## config.mk

```make
export PLATFORM = sky130hd
export DESIGN_NAME = multicycle_control_flat
export DESIGN_NICKNAME = d
export VERILOG_FILES = /design/src/rtl/multicycle_control_if.sv /design/src/rtl/multicycle_control.sv /design/src/flat_wrapper.sv
export SDC_FILE = /design/constraint.sdc
export NUM_CORES = 1
export LEC_CHECK = 0
export BUFFER_PORTS_ARGS = -buffer_cell sky130_fd_sc_hd__buf_2
export CAP_MARGIN = 20
export CORE_AREA = 8 8 45 47
export CTS_CLUSTER_DIAMETER = 50
export CTS_CLUSTER_SIZE = 10
export DETAILED_ROUTE_END_ITERATION = 8
export DIE_AREA = 0 0 53 55
export PLACE_DENSITY = 0.71
export SYNTH_ARGS = -nofsm -noshare
export SYNTH_HDL_FRONTEND = slang
export SYNTH_SLANG_ARGS = --single-unit
```

## constraint.sdc

```tcl
create_clock -name clock -period 4.9 [get_ports clock]
set_input_delay 1.47 -clock clock [delete_from_list [all_inputs] [get_ports clock]]
set_output_delay 1.47 -clock clock [all_outputs]
set_load 0.01 [all_outputs]
```

## src/rtl/multicycle_control_if.sv

```systemverilog
// rtl/multicycle_control_if.sv - control/datapath signal bundle for multicycle_control
// illegal_instruction exists only when MULTICYCLE_ILLEGAL_TRAP_EN is defined.
interface multicycle_control_if #(
  parameter int ALU_OP_WIDTH = 3,
  parameter int WB_SEL_WIDTH = 3
);
  logic [6:0]              inst_opcode;
  logic                    inst_mem_ready;
  logic                    data_mem_ready;
  logic                    inst_mem_read_enable;
  logic                    ir_write_enable;
  logic                    pc_write_enable;
  logic                    regfile_write_enable;
  logic                    jal_enable;
  logic                    jalr_enable;
  logic                    branch_enable;
  logic                    data_mem_read_enable;
  logic                    data_mem_write_enable;
  logic                    alu_operand_a_select;
  logic                    alu_operand_b_select;
  logic [ALU_OP_WIDTH-1:0] alu_op_type;
  logic [WB_SEL_WIDTH-1:0] reg_writeback_select;
  logic                    inst_retired;
  logic [2:0]              state;
`ifdef MULTICYCLE_ILLEGAL_TRAP_EN
  logic                    illegal_instruction;
`endif

  modport master (
    input  inst_opcode, inst_mem_ready, data_mem_ready,
    output inst_mem_read_enable, ir_write_enable, pc_write_enable,
           regfile_write_enable, jal_enable, jalr_enable, branch_enable,
           data_mem_read_enable, data_mem_write_enable,
           alu_operand_a_select, alu_operand_b_select, alu_op_type,
           reg_writeback_select, inst_retired, state
`ifdef MULTICYCLE_ILLEGAL_TRAP_EN
           , illegal_instruction
`endif
  );

  modport slave (
    output inst_opcode, inst_mem_ready, data_mem_ready,
    input  inst_mem_read_enable, ir_write_enable, pc_write_enable,
           regfile_write_enable, jal_enable, jalr_enable, branch_enable,
           data_mem_read_enable, data_mem_write_enable,
           alu_operand_a_select, alu_operand_b_select, alu_op_type,
           reg_writeback_select, inst_retired, state
`ifdef MULTICYCLE_ILLEGAL_TRAP_EN
           , illegal_instruction
`endif
  );
endinterface

```

## src/rtl/multicycle_control.sv

```systemverilog
// rtl/multicycle_control.sv - multicycle RV32I control FSM (FETCH/DECODE/EXECUTE/MEM/WRITEBACK/TRAP)
// Define MULTICYCLE_ILLEGAL_TRAP_EN to trap on illegal opcodes instead of retiring them as NOPs.
module multicycle_control #(
  parameter int ALU_OP_WIDTH = 3,
  parameter int WB_SEL_WIDTH = 3
) (
  input logic                  clock,
  input logic                  reset,
  multicycle_control_if.master ctl
);
  localparam logic [6:0] OPCODE_LOAD     = 7'b0000011;
  localparam logic [6:0] OPCODE_MISC_MEM = 7'b0001111;
  localparam logic [6:0] OPCODE_OP_IMM   = 7'b0010011;
  localparam logic [6:0] OPCODE_AUIPC    = 7'b0010111;
  localparam logic [6:0] OPCODE_STORE    = 7'b0100011;
  localparam logic [6:0] OPCODE_OP       = 7'b0110011;
  localparam logic [6:0] OPCODE_LUI      = 7'b0110111;
  localparam logic [6:0] OPCODE_BRANCH   = 7'b1100011;
  localparam logic [6:0] OPCODE_JALR     = 7'b1100111;
  localparam logic [6:0] OPCODE_JAL      = 7'b1101111;

  localparam logic CTL_ALU_A_RS1 = 1'b0;
  localparam logic CTL_ALU_A_PC  = 1'b1;
  localparam logic CTL_ALU_B_RS2 = 1'b0;
  localparam logic CTL_ALU_B_IMM = 1'b1;

  localparam logic [ALU_OP_WIDTH-1:0] CTL_ALU_ZERO   = ALU_OP_WIDTH'(0);
  localparam logic [ALU_OP_WIDTH-1:0] CTL_ALU_ADD    = ALU_OP_WIDTH'(1);
  localparam logic [ALU_OP_WIDTH-1:0] CTL_ALU_OP_IMM = ALU_OP_WIDTH'(2);
  localparam logic [ALU_OP_WIDTH-1:0] CTL_ALU_OP     = ALU_OP_WIDTH'(3);
  localparam logic [ALU_OP_WIDTH-1:0] CTL_ALU_BRANCH = ALU_OP_WIDTH'(4);

  localparam logic [WB_SEL_WIDTH-1:0] CTL_WRITEBACK_ALU  = WB_SEL_WIDTH'(0);
  localparam logic [WB_SEL_WIDTH-1:0] CTL_WRITEBACK_DATA = WB_SEL_WIDTH'(1);
  localparam logic [WB_SEL_WIDTH-1:0] CTL_WRITEBACK_PC4  = WB_SEL_WIDTH'(2);
  localparam logic [WB_SEL_WIDTH-1:0] CTL_WRITEBACK_IMM  = WB_SEL_WIDTH'(3);

  typedef enum logic [2:0] {
    FETCH     = 3'd0,
    DECODE    = 3'd1,
    EXECUTE   = 3'd2,
    MEM       = 3'd3,
    WRITEBACK = 3'd4,
    TRAP      = 3'd5
  } state_t;

  state_t state_q, state_d;

  logic                    dec_legal;
  logic                    dec_a_sel;
  logic                    dec_b_sel;
  logic [ALU_OP_WIDTH-1:0] dec_alu_op;

  // Per-opcode ALU operand/op selection, shared by EXECUTE, MEM and WRITEBACK.
  always_comb begin
    dec_legal  = 1'b1;
    dec_a_sel  = CTL_ALU_A_RS1;
    dec_b_sel  = CTL_ALU_B_RS2;
    dec_alu_op = CTL_ALU_ZERO;
    case (ctl.inst_opcode)
      OPCODE_LOAD, OPCODE_STORE, OPCODE_JALR: begin
        dec_b_sel  = CTL_ALU_B_IMM;
        dec_alu_op = CTL_ALU_ADD;
      end
      OPCODE_OP_IMM: begin
        dec_b_sel  = CTL_ALU_B_IMM;
        dec_alu_op = CTL_ALU_OP_IMM;
      end
      OPCODE_AUIPC, OPCODE_JAL: begin
        dec_a_sel  = CTL_ALU_A_PC;
        dec_b_sel  = CTL_ALU_B_IMM;
        dec_alu_op = CTL_ALU_ADD;
      end
      OPCODE_OP:       dec_alu_op = CTL_ALU_OP;
      OPCODE_BRANCH:   dec_alu_op = CTL_ALU_BRANCH;
      OPCODE_LUI, OPCODE_MISC_MEM: dec_alu_op = CTL_ALU_ZERO;
      default:         dec_legal = 1'b0;
    endcase
  end

  always_ff @(posedge clock) begin
    if (reset) state_q <= FETCH;
    else       state_q <= state_d;
  end

  always_comb begin
    state_d                   = state_q;
    ctl.inst_mem_read_enable  = 1'b0;
    ctl.ir_write_enable       = 1'b0;
    ctl.pc_write_enable       = 1'b0;
    ctl.regfile_write_enable  = 1'b0;
    ctl.jal_enable            = 1'b0;
    ctl.jalr_enable           = 1'b0;
    ctl.branch_enable         = 1'b0;
    ctl.data_mem_read_enable  = 1'b0;
    ctl.data_mem_write_enable = 1'b0;
    ctl.alu_operand_a_select  = CTL_ALU_A_RS1;
    ctl.alu_operand_b_select  = CTL_ALU_B_RS2;
    ctl.alu_op_type           = CTL_ALU_ZERO;
    ctl.reg_writeback_select  = CTL_WRITEBACK_ALU;
    ctl.inst_retired          = 1'b0;

    case (state_q)
      FETCH: begin
        ctl.inst_mem_read_enable = 1'b1;
        if (ctl.inst_mem_ready) begin
          ctl.ir_write_enable = 1'b1;
          state_d             = DECODE;
        end
      end
      DECODE: begin
        if (ctl.inst_opcode == OPCODE_MISC_MEM) begin
          ctl.pc_write_enable = 1'b1;
          ctl.inst_retired    = 1'b1;
          state_d             = FETCH;
        end else if (dec_legal) begin
          state_d = EXECUTE;
        end else begin
`ifdef MULTICYCLE_ILLEGAL_TRAP_EN
          state_d = TRAP;
`else
          ctl.pc_write_enable = 1'b1;
          ctl.inst_retired    = 1'b1;
          state_d             = FETCH;
`endif
        end
      end
      EXECUTE: begin
        ctl.alu_operand_a_select = dec_a_sel;
        ctl.alu_operand_b_select = dec_b_sel;
        ctl.alu_op_type          = dec_alu_op;
        if (ctl.inst_opcode == OPCODE_LOAD || ctl.inst_opcode == OPCODE_STORE) begin
          state_d = MEM;
        end else if (ctl.inst_opcode == OPCODE_BRANCH) begin
          ctl.branch_enable   = 1'b1;
          ctl.pc_write_enable = 1'b1;
          ctl.inst_retired    = 1'b1;
          state_d             = FETCH;
        end else begin
          state_d = WRITEBACK;
        end
      end
      MEM: begin
        ctl.alu_operand_a_select  = dec_a_sel;
        ctl.alu_operand_b_select  = dec_b_sel;
        ctl.alu_op_type           = dec_alu_op;
        ctl.data_mem_read_enable  = (ctl.inst_opcode == OPCODE_LOAD);
        ctl.data_mem_write_enable = (ctl.inst_opcode == OPCODE_STORE);
        if (ctl.data_mem_ready) begin
          if (ctl.inst_opcode == OPCODE_STORE) begin
            ctl.pc_write_enable = 1'b1;
            ctl.inst_retired    = 1'b1;
            state_d             = FETCH;
          end else begin
            state_d = WRITEBACK;
          end
        end
      end
      WRITEBACK: begin
        ctl.alu_operand_a_select = dec_a_sel;
        ctl.alu_operand_b_select = dec_b_sel;
        ctl.alu_op_type          = dec_alu_op;
        ctl.regfile_write_enable = 1'b1;
        ctl.pc_write_enable      = 1'b1;
        ctl.inst_retired         = 1'b1;
        ctl.jal_enable           = (ctl.inst_opcode == OPCODE_JAL);
        ctl.jalr_enable          = (ctl.inst_opcode == OPCODE_JALR);
        case (ctl.inst_opcode)
          OPCODE_LOAD:             ctl.reg_writeback_select = CTL_WRITEBACK_DATA;
          OPCODE_JAL, OPCODE_JALR: ctl.reg_writeback_select = CTL_WRITEBACK_PC4;
          OPCODE_LUI:              ctl.reg_writeback_select = CTL_WRITEBACK_IMM;
          default:                 ctl.reg_writeback_select = CTL_WRITEBACK_ALU;
        endcase
        state_d = FETCH;
      end
      TRAP: begin
`ifdef MULTICYCLE_ILLEGAL_TRAP_EN
        state_d = TRAP;
`else
        state_d = FETCH;
`endif
      end
      default: state_d = FETCH;
    endcase

    // Reset overrides every side effect, even mid-access.
    if (reset) begin
      ctl.inst_mem_read_enable  = 1'b0;
      ctl.ir_write_enable       = 1'b0;
      ctl.pc_write_enable       = 1'b0;
      ctl.regfile_write_enable  = 1'b0;
      ctl.jal_enable            = 1'b0;
      ctl.jalr_enable           = 1'b0;
      ctl.branch_enable         = 1'b0;
      ctl.data_mem_read_enable  = 1'b0;
      ctl.data_mem_write_enable = 1'b0;
      ctl.inst_retired          = 1'b0;
    end
  end

  assign ctl.state = state_q;
`ifdef MULTICYCLE_ILLEGAL_TRAP_EN
  assign ctl.illegal_instruction = (state_q == TRAP);
`endif
endmodule

```

## src/flat_wrapper.sv

```systemverilog
// flat-port wrapper written by rule: the top's interface ports become plain ports
module multicycle_control_flat 
#(
  parameter int ALU_OP_WIDTH = 3,
  parameter int WB_SEL_WIDTH = 3
)
  (clock, reset, ctl_inst_opcode, ctl_inst_mem_ready, ctl_data_mem_ready, ctl_inst_mem_read_enable, ctl_ir_write_enable, ctl_pc_write_enable, ctl_regfile_write_enable, ctl_jal_enable, ctl_jalr_enable, ctl_branch_enable, ctl_data_mem_read_enable, ctl_data_mem_write_enable, ctl_alu_operand_a_select, ctl_alu_operand_b_select, ctl_alu_op_type, ctl_reg_writeback_select, ctl_inst_retired, ctl_state);
  multicycle_control_if #(.ALU_OP_WIDTH(ALU_OP_WIDTH), .WB_SEL_WIDTH(WB_SEL_WIDTH)) ctl_i ();
  input logic clock;
  input logic reset;
  input wire logic [$bits(ctl_i.inst_opcode)-1:0] ctl_inst_opcode;
  input wire logic [$bits(ctl_i.inst_mem_ready)-1:0] ctl_inst_mem_ready;
  input wire logic [$bits(ctl_i.data_mem_ready)-1:0] ctl_data_mem_ready;
  output wire logic [$bits(ctl_i.inst_mem_read_enable)-1:0] ctl_inst_mem_read_enable;
  output wire logic [$bits(ctl_i.ir_write_enable)-1:0] ctl_ir_write_enable;
  output wire logic [$bits(ctl_i.pc_write_enable)-1:0] ctl_pc_write_enable;
  output wire logic [$bits(ctl_i.regfile_write_enable)-1:0] ctl_regfile_write_enable;
  output wire logic [$bits(ctl_i.jal_enable)-1:0] ctl_jal_enable;
  output wire logic [$bits(ctl_i.jalr_enable)-1:0] ctl_jalr_enable;
  output wire logic [$bits(ctl_i.branch_enable)-1:0] ctl_branch_enable;
  output wire logic [$bits(ctl_i.data_mem_read_enable)-1:0] ctl_data_mem_read_enable;
  output wire logic [$bits(ctl_i.data_mem_write_enable)-1:0] ctl_data_mem_write_enable;
  output wire logic [$bits(ctl_i.alu_operand_a_select)-1:0] ctl_alu_operand_a_select;
  output wire logic [$bits(ctl_i.alu_operand_b_select)-1:0] ctl_alu_operand_b_select;
  output wire logic [$bits(ctl_i.alu_op_type)-1:0] ctl_alu_op_type;
  output wire logic [$bits(ctl_i.reg_writeback_select)-1:0] ctl_reg_writeback_select;
  output wire logic [$bits(ctl_i.inst_retired)-1:0] ctl_inst_retired;
  output wire logic [$bits(ctl_i.state)-1:0] ctl_state;
  assign ctl_i.inst_opcode = ctl_inst_opcode;
  assign ctl_i.inst_mem_ready = ctl_inst_mem_ready;
  assign ctl_i.data_mem_ready = ctl_data_mem_ready;
  assign ctl_inst_mem_read_enable = ctl_i.inst_mem_read_enable;
  assign ctl_ir_write_enable = ctl_i.ir_write_enable;
  assign ctl_pc_write_enable = ctl_i.pc_write_enable;
  assign ctl_regfile_write_enable = ctl_i.regfile_write_enable;
  assign ctl_jal_enable = ctl_i.jal_enable;
  assign ctl_jalr_enable = ctl_i.jalr_enable;
  assign ctl_branch_enable = ctl_i.branch_enable;
  assign ctl_data_mem_read_enable = ctl_i.data_mem_read_enable;
  assign ctl_data_mem_write_enable = ctl_i.data_mem_write_enable;
  assign ctl_alu_operand_a_select = ctl_i.alu_operand_a_select;
  assign ctl_alu_operand_b_select = ctl_i.alu_operand_b_select;
  assign ctl_alu_op_type = ctl_i.alu_op_type;
  assign ctl_reg_writeback_select = ctl_i.reg_writeback_select;
  assign ctl_inst_retired = ctl_i.inst_retired;
  assign ctl_state = ctl_i.state;
  multicycle_control #(.ALU_OP_WIDTH(ALU_OP_WIDTH), .WB_SEL_WIDTH(WB_SEL_WIDTH)) u_core (.clock(clock), .reset(reset), .ctl(ctl_i));
endmodule
```

==> results.toml, run 1 <==
[route]
wl_met1_um = 731
wl_met3_um = 78
drt_iter0_markers = 12
wirelength_mm = 1.59
vias = 643
dr.max_layer_used = "met3"
drtPass1Iterations = 4
drc = 0
wl_met2_um = 777
drt-vias-per-instance = 5.45
wire_per_inst_um = 13.4
ant_nets = 0

[setup_path]
worstPathRequired_ps = 3430
critPathBufInv = 2
worst_r2r_path_depth = 3
worstPathArrival_ps = 2860
timing.rr.end = "u_core.ctl.state[1]$_SDFFE_PP0P_"
path_common_cell = "buf_2"
critPathTopFamily = "simple AND/OR/NAND/NOR gates"
slowest_delay_ps = 550
crit_chain = "buf_2 > or4_4 > or3_1 > o21ai_1 > buf_2"
rrSetupSlack_ps = 3560
slowest_stage = "or4_4"
regToRegStartpoint = "u_core.ctl.state[0]$_SDFFE_PP0P_"
worstSetupStartpointType = "primary input"
endpoint = "ctl_inst_retired"
cp_max_fo = 9
worst_setup_path_end_kind = "output port"
worstSetupPathType = "in -> out"
crit_path_start = "ctl_inst_opcode[4]"
cp_num_cells = 5

[sta]
finalCritPeriodShare_pct = 88.5
finalSetupTns_ps = 0
rsz0062_at_grt = "no"
whs_ps = 655
finalHoldViolCount = 0
clock_skew_ps = 0.617
report.final.slew_viol_count = 0
max_freq_ghz = 0.231
fin_crit_ps = 4330
setup_viol = 0
finalWorstSetupSlack_ps = 565

[cts]
cts.sinks = 3
cts_tree = "yes"
ctsRootBufferMaster = "clkbuf_4"
cts_hold_buf = 0
clk_pin_slew_ps = 40
cts_buffers = 3
clock_path_buffers = 2
cts_resized = 0
insertion_delay_ps = 230
cts_htree_levels = 1
postCtsSetupRepairBufs = 0

[logic_synthesis]
syn_avg_cell_area_um2 = 6.44
yosysWarnings = 0
synth.area.top_cells = "dfxtp_1 12%, nor3_1 9.2%, nand2b_1 7.7%"
synth_cells = 76
synth_top_area_share_pct = 12.3
synth_area_leader_cell = "dfxtp_1"
syn_nets = 87
yosysUniqueCellTypes = 35
synthesis.area_um2 = 489
synth_seq_area_share_pct = 12.3
synth-seq-cells = 3

[power_and_ir_drop]
peakVddDrop_v = 0.0000519
power.leakage_nw = 0.306
power_uw = 98.1
powerDensity_mw_per_mm2 = 154

[run_status]
status = "finished, final reports clean"

[floorplan]
dieArea_mm2 = 0.00292
core_area_mm2 = 0.00138
num_io_pins = 32
dieWidth_um = 53
die_y_um = 55
start_util_pct = 35.4
rows = 14

[cells_and_area]
syn_to_final_growth_pct = 30.4
final-seq-area_um2 = 60.1
fin_cells = 118
multiInputGateArea_um2 = 374
layout.nets = 114
diodes = 0
drive_gt1_share_pct = 35.3
largest_reg_flops = 3
finalInstanceArea_um2 = 638
num-fill-cells = 152
utilization_pct = 46.1

[grt]
grt_pass1_wl_mm = 2.62
grt_pass1_vias = 646
gr-total-overflow = 0
track_usage_pct = 11.5
antenna_found_initial = 0
grt_max_degree = 15

[hold_path]
hp-class = "reg -> reg"

[run]
max-cap-violations = 0

[placed_design]
gp_congestion = 0.802
portBuffers = 30
dpl_cell_area_um2 = 612
place_ws_ps = 563
dp_cells = 114
hpwlAfterDp_mm = 1.27
==> power breakdown <==
part	leakage (nW)	internal (mW)	switching [mW]
logic	0.266	0.0119	0.0158
clock network	0.0150	0.0305	0.0132
registers	0.0244	0.0251	0.00154
==> tightest hold or removal path, stage by stage (launching register included) <==
cell and delay [ps]:
dfxtp_1 400, or4b_2 150, a21oi_1 50
==> per-layer routing <==
layer  global-route usage (%)  vias to the layer above
li1                         -                      327
met1                     12.9                      293
met2                     20.9                       23
met3                     1.60                        0
met4                     5.17                        0
met5                        0                        -
==> placed cells by master, fill, tap and decap left out, types with 2 or more instances in the layout <==
cell type and n:
inv_1 2, nor2_1 9, buf_2 30, a21oi_1 5, dfxtp_1 3, nor3_1 9
nand3_1 2, o21ai_0 3, nor4_1 4, nor2b_1 4, nand2_1 2, nand2b_1 6
clkbuf_4 3
==> cells in the mapped netlist <==
master and number:
nor4b_1 1, maj3_1 1, a31oi_1 1, nand3b_1 1
nand3_1 2, nor2_1 9, a21oi_1 5, or4b_1 1
dfxtp_1 3, nand2b_1 6, nor3_1 9, buf_6 1
nand2_1 2, clkbuf_1 3, inv_1 2, buf_2 1
o2bb2ai_1 1, a211o_1 1, nor4_1 4, conb_1 1
nor3b_1 1, o21ai_1 1, o21bai_1 1, or4_1 1
a31o_2 1, and2_1 1, and3_1 1, o21ai_0 3
or3_1 1, or4b_2 1, nor2b_1 4, buf_4 2
mux2i_1 1, or4_4 1, clkbuf_2 1
==> kinds of logic (layout without fill, tap and decap cells) <==
| family | after synthesis | in the layout | share of synthesized area, % |
|---|---|---|---|
| AND/OR/NAND/NOR | 46 | 46 | 54.2 |
| AO/OA/AOI/OAI | 14 | 14 | 17.4 |
| buffers and inverters | 10 | 36 | 11.3 |
| flip-flops | 3 | 3 | 12.3 |
| adder cells (fa/ha/maj) | 1 | 1 | 2.05 |
| other | 1 | 1 | 0.767 |
| multiplexers | 1 | 1 | 2.05 |
==> how the worst min path moves through the flow <==
stage                                      from                               end  slack [ps]  cells after the start
4_1_cts        u_core.ctl.state[2]$_SDFFE_PP0P_  u_core.ctl.state[0]$_SDFFE_PP0P_         650                      2
3_5_place_dp   u_core.ctl.state[2]$_SDFFE_PP0P_  u_core.ctl.state[0]$_SDFFE_PP0P_         640                      2
6_report       u_core.ctl.state[2]$_SDFFE_PP0P_  u_core.ctl.state[0]$_SDFFE_PP0P_         660                      2
5_1_grt        u_core.ctl.state[2]$_SDFFE_PP0P_  u_core.ctl.state[0]$_SDFFE_PP0P_         690                      2
3_3_place_gp   u_core.ctl.state[2]$_SDFFE_PP0P_  u_core.ctl.state[0]$_SDFFE_PP0P_         640                      2
2_1_floorplan  u_core.ctl.state[2]$_SDFFE_PP0P_  u_core.ctl.state[0]$_SDFFE_PP0P_         660                      2
==> area by class of cell <==
| class | instances | share of cell area, % |
|---|---|---|
| timing repair buffer | 30 | 23.5 |
| tap | 16 | 3.14 |
| sequential | 3 | 9.41 |
| multi-input combinational | 63 | 58.6 |
| inverter | 2 | 1.18 |
| clock buffer | 4 | 4.12 |
(Power assumes the default switching activity.)
==> run 2: changes to the inputs <==
Settings changed: RECOVER_POWER set to 25.
==> results.toml, run 2 (same netlist as run 1, synthesis figures left out) <==
[grt]
use_met2_pct = 20.9
use_met3_pct = 1.60
antenna_found_initial = 0
grt_pass1_wl_mm = 2.62
grt-busiest-layer = "met2"
use_met1_pct = 12.9
gr-total-overflow = 0
grt_pass1_vias = 646
track_usage_pct = 11.5
grt_max_degree = 15

[sta]
fin_crit_ps = 4440
finalCritPeriodShare_pct = 90.6
setup_viol = 0
rsz0062_at_grt = "no"
report.final.slew_viol_count = 0
whs_ps = 659
finalHoldViolCount = 0
clock_skew_ps = 0.605
finalSetupTns_ps = 0
max_freq_ghz = 0.225

[setup_path]
timing.rr.end = "u_core.ctl.state[1]$_SDFFE_PP0P_"
cp_max_fo = 10
worstPathArrival_ps = 2970
worstPathRequired_ps = 3430
crit_chain = "clkbuf_1 > or4_1 > or3_1 > o21ai_1 > buf_2"
worstSetupStartpointType = "primary input"
slowest_stage = "or4_1"
regToRegStartpoint = "u_core.ctl.state[0]$_SDFFE_PP0P_"
worst_setup_path_end_kind = "output port"
worstSetupPathType = "in -> out"
worst_r2r_path_depth = 3
rrSetupSlack_ps = 3560
slowest_delay_ps = 600

[floorplan]
start_util_pct = 35.4
dieArea_mm2 = 0.00292
dieWidth_um = 53
core_area_mm2 = 0.00138
rows = 14
die_y_um = 55
num_io_pins = 32

[cells_and_area]
syn_to_final_growth_pct = 28.6
fin_cells = 118
num-fill-cells = 156
final-seq-area_um2 = 60.1
drive_gt1_share_pct = 30.4
mostFrequentLayoutCell = "buf_2"
layout.nets = 114
finalInstanceArea_um2 = 629
largest_reg_flops = 3
diodes = 0
final_cell_mix = "26 x buf_2, 9 x nor3_1, 9 x nor2_1"
multiInputGateArea_um2 = 370

[route]
wire_per_inst_um = 13.5
drtPass1Iterations = 4
drt-vias-per-instance = 5.42
drt_iter0_markers = 8
wirelength_mm = 1.59
vias = 640
ant_nets = 0
drc = 0

[cts]
cts_tree = "yes"
insertion_delay_ps = 230
cts_buffers = 3
clk_pin_slew_ps = 40
cts.sinks = 3
postCtsSetupRepairBufs = 0
clock_path_buffers = 2
cts_resized = 0
ctsRootBufferMaster = "clkbuf_4"
cts_hold_buf = 0
cts_htree_levels = 1

[power_and_ir_drop]
powerDensity_mw_per_mm2 = 155
power.leakage_nw = 0.289
peakVddDrop_v = 0.0000514
power_uw = 97.6

[placed_design]
dpl_cell_area_um2 = 612
dp_cells = 114
portBuffers = 30
gp_congestion = 0.802
hpwlAfterDp_mm = 1.27

[hold_path]
hold_depth = 2
hp-class = "reg -> reg"
min-delay-start = "u_core.ctl.state[2]$_SDFFE_PP0P_"
min_to = "u_core.ctl.state[0]$_SDFFE_PP0P_"

[run]
max-cap-violations = 0

[run_status]
status = "finished, final reports clean"
[run 2: changes by cell type in the layout (fill, tap and decap cells not counted)]
cell and delta:
or4_4 -1, clkbuf_1 +4, buf_2 -4, or4_1 +1
[run 2: final cells by class]
type	instances	share of cell area (%)
clock buffers	4	4.17
multi-input cells	63	58.8
well taps	16	3.18
repair buffers	30	23.1
flip-flops and latches	3	9.54
inverters	2	1.19
[run 2: worst max-delay path by stage]
stage,to,start,cells past startpoint
2_1_floorplan,ctl_pc_write_enable,ctl_inst_opcode[3],5
3_3_place_gp,ctl_pc_write_enable,ctl_inst_opcode[3],5
3_5_place_dp,ctl_pc_write_enable,ctl_inst_opcode[4],5
4_1_cts,ctl_pc_write_enable,ctl_inst_opcode[4],5
5_1_grt,ctl_inst_retired,ctl_inst_opcode[3],5
6_report,ctl_inst_retired,ctl_inst_opcode[3],5
[run 2: where the power goes]
group | switching [mW] | total (mW) | internal [mW]
Combinational | 0.0156 | 0.0271 | 0.0115
Clock | 0.0132 | 0.0437 | 0.0305
Sequential | 0.00157 | 0.0267 | 0.0251
[run 2: critical path, delay by kind of cell]
family	cells	cell delay [ps]
AND/OR/NAND/NOR	2	990
buffers and inverters	2	330
AO/OA/AOI/OAI	1	160
[run 2: per-stage QoR]
step | worst slack (ps) | util, %
after floorplan | 530 | -
after CTS | 559 | 46.1
after detailed placement | 563 | 44.2
after global routing | 363 | 45.5
final | 462 | 45.5
after global placement | 589 | 44.2
[run 2: metal layers]
layer	vias to the layer above	part of all wire [%]
li1	325	-
met1	292	46
met2	23	49
met3	0	5.1
met4	0	0
met5	-	0
==> run 3: changes to the inputs <==
Settings changed: CTS_BUF_LIST set to sky130_fd_sc_hd__clkbuf_8, RECOVER_POWER 25 to unset.
Clock period 4.9 ns to 4.2 ns, I/O delays scaled along.
==> results.toml, run 3 (same netlist as run 1, synthesis figures left out) <==
[cells_and_area]
syn_to_final_growth_pct = 34.3
final_cell_mix = "30 x buf_2, 9 x nor3_1, 9 x nor2_1"
mostFrequentLayoutCell = "buf_2"
multiInputGateArea_um2 = 374
largest_reg_flops = 3
finalInstanceArea_um2 = 657
drive_gt1_share_pct = 35.3
layout.nets = 114
num-fill-cells = 156
fin_cells = 118
diodes = 0
final-seq-area_um2 = 60.1
utilization_pct = 47.5

[power_and_ir_drop]
p_int_uw = 105
power_frac_clock_pct = 56.2
power.leakage_nw = 0.318
power_frac_comb_pct = 22.3
peakVddDrop_v = 0.0000772
switching_power_uw = 39.8
p_sw_share_pct = 27.4
p_seq_share_pct = 21.5
powerDensity_mw_per_mm2 = 221

[sta]
max_freq_ghz = 0.255
rsz0062_at_grt = "no"
clock_skew_ps = 0.591
finalCritPeriodShare_pct = 93.2
finalWorstSetupSlack_ps = 286
report.final.slew_viol_count = 0
finalHoldViolCount = 0
finalSetupTns_ps = 0
fin_crit_ps = 3910
setup_viol = 0

[grt]
gr-total-overflow = 0
grt_pass1_wl_mm = 2.69
track_usage_pct = 11.8
grt_max_degree = 15
grt_pass1_vias = 655
antenna_found_initial = 0

[setup_path]
cp_max_fo = 9
worst_r2r_path_depth = 3
regToRegStartpoint = "u_core.ctl.state[0]$_SDFFE_PP0P_"
worstSetupPathType = "in -> out"
worstPathRequired_ps = 2940
worstPathArrival_ps = 2650
crit_path_start = "ctl_inst_opcode[4]"
worst_setup_path_end_kind = "output port"
worstSetupStartpointType = "primary input"

[route]
drtPass1Iterations = 4
drc = 0
drt_iter0_markers = 10
wire_per_inst_um = 13.8
vias = 653
wirelength_mm = 1.63
drt-vias-per-instance = 5.53
ant_nets = 0

[placed_design]
gp_congestion = 0.802
dp_cells = 114
hpwlAfterDp_mm = 1.27
place_ws_ps = 283
portBuffers = 30
dpl_cell_area_um2 = 612

[cts]
insertion_delay_ps = 210
cts_htree_levels = 1
postCtsSetupRepairBufs = 0
ctsRootBufferMaster = "clkbuf_8"
cts.sinks = 3
cts_tree = "yes"
cts_hold_buf = 0
cts_buffers = 3
clock_path_buffers = 2
cts_resized = 0
clk_pin_slew_ps = 30

[floorplan]
rows = 14
start_util_pct = 35.4
num_io_pins = 32
dieWidth_um = 53
core_area_mm2 = 0.00138
dieArea_mm2 = 0.00292
die_y_um = 55

[hold_path]
min-delay-start = "u_core.ctl.state[2]$_SDFFE_PP0P_"
hp-class = "reg -> reg"
hold_depth = 2

[run_status]
status = "finished, final reports clean"

[run]
max-cap-violations = 0
-- run 3: power by group through the flow --
stage | Combinational (mW) | Sequential [mW] | Clock (mW)
5_1_grt | 0.0360 | 0.0315 | 0.0879
3_3_place_gp | 0.0315 | 0.0315 | 0
4_1_cts | 0.0325 | 0.0312 | 0.0843
3_5_place_dp | 0.0323 | 0.0315 | 0
2_1_floorplan | 0.0245 | 0.0305 | 0
6_report | 0.0324 | 0.0313 | 0.0816
-- run 3: layer usage --
metal,track usage (%),share of wire [%],vias up
li1,-,-,325
met1,13.3,44,295
met2,21.7,50,31
met3,1.60,5.5,2
met4,5.17,0.43,0
met5,0,0,-
-- run 3: path summary, 6_finish.rpt --
check                                                   endpoint  slack (ps)
worst min-delay path            u_core.ctl.state[0]$_SDFFE_PP0P_         680
worst max register to register  u_core.ctl.state[1]$_SDFFE_PP0P_        2850
worst min register to register  u_core.ctl.state[0]$_SDFFE_PP0P_         680
worst max-delay path                         ctl_pc_write_enable         290
-- run 3: final cells by class --
cell class	instances	area share (%)
multi-input cells	63	57.0
repair buffers	30	22.9
flip-flops and latches	3	9.14
clock buffers	3	6.29
clock inverters	1	0.571
inverters	2	1.14
well taps	16	3.05
-- run 3: worst max-delay path: stages --
cell and delay [ps]:
buf_2 140, or4_4 550, or3_1 380, o21ai_1 160, buf_2 150
-- run 3: stage by stage --
step / power, mW / hold slack (ps)
final: 0.145 / 677
after global routing: 0.155 / 713
after floorplan: 0.0550 / 660
after global placement: 0.0631 / 638
after CTS: 0.148 / 678
after detailed placement: 0.0639 / 644
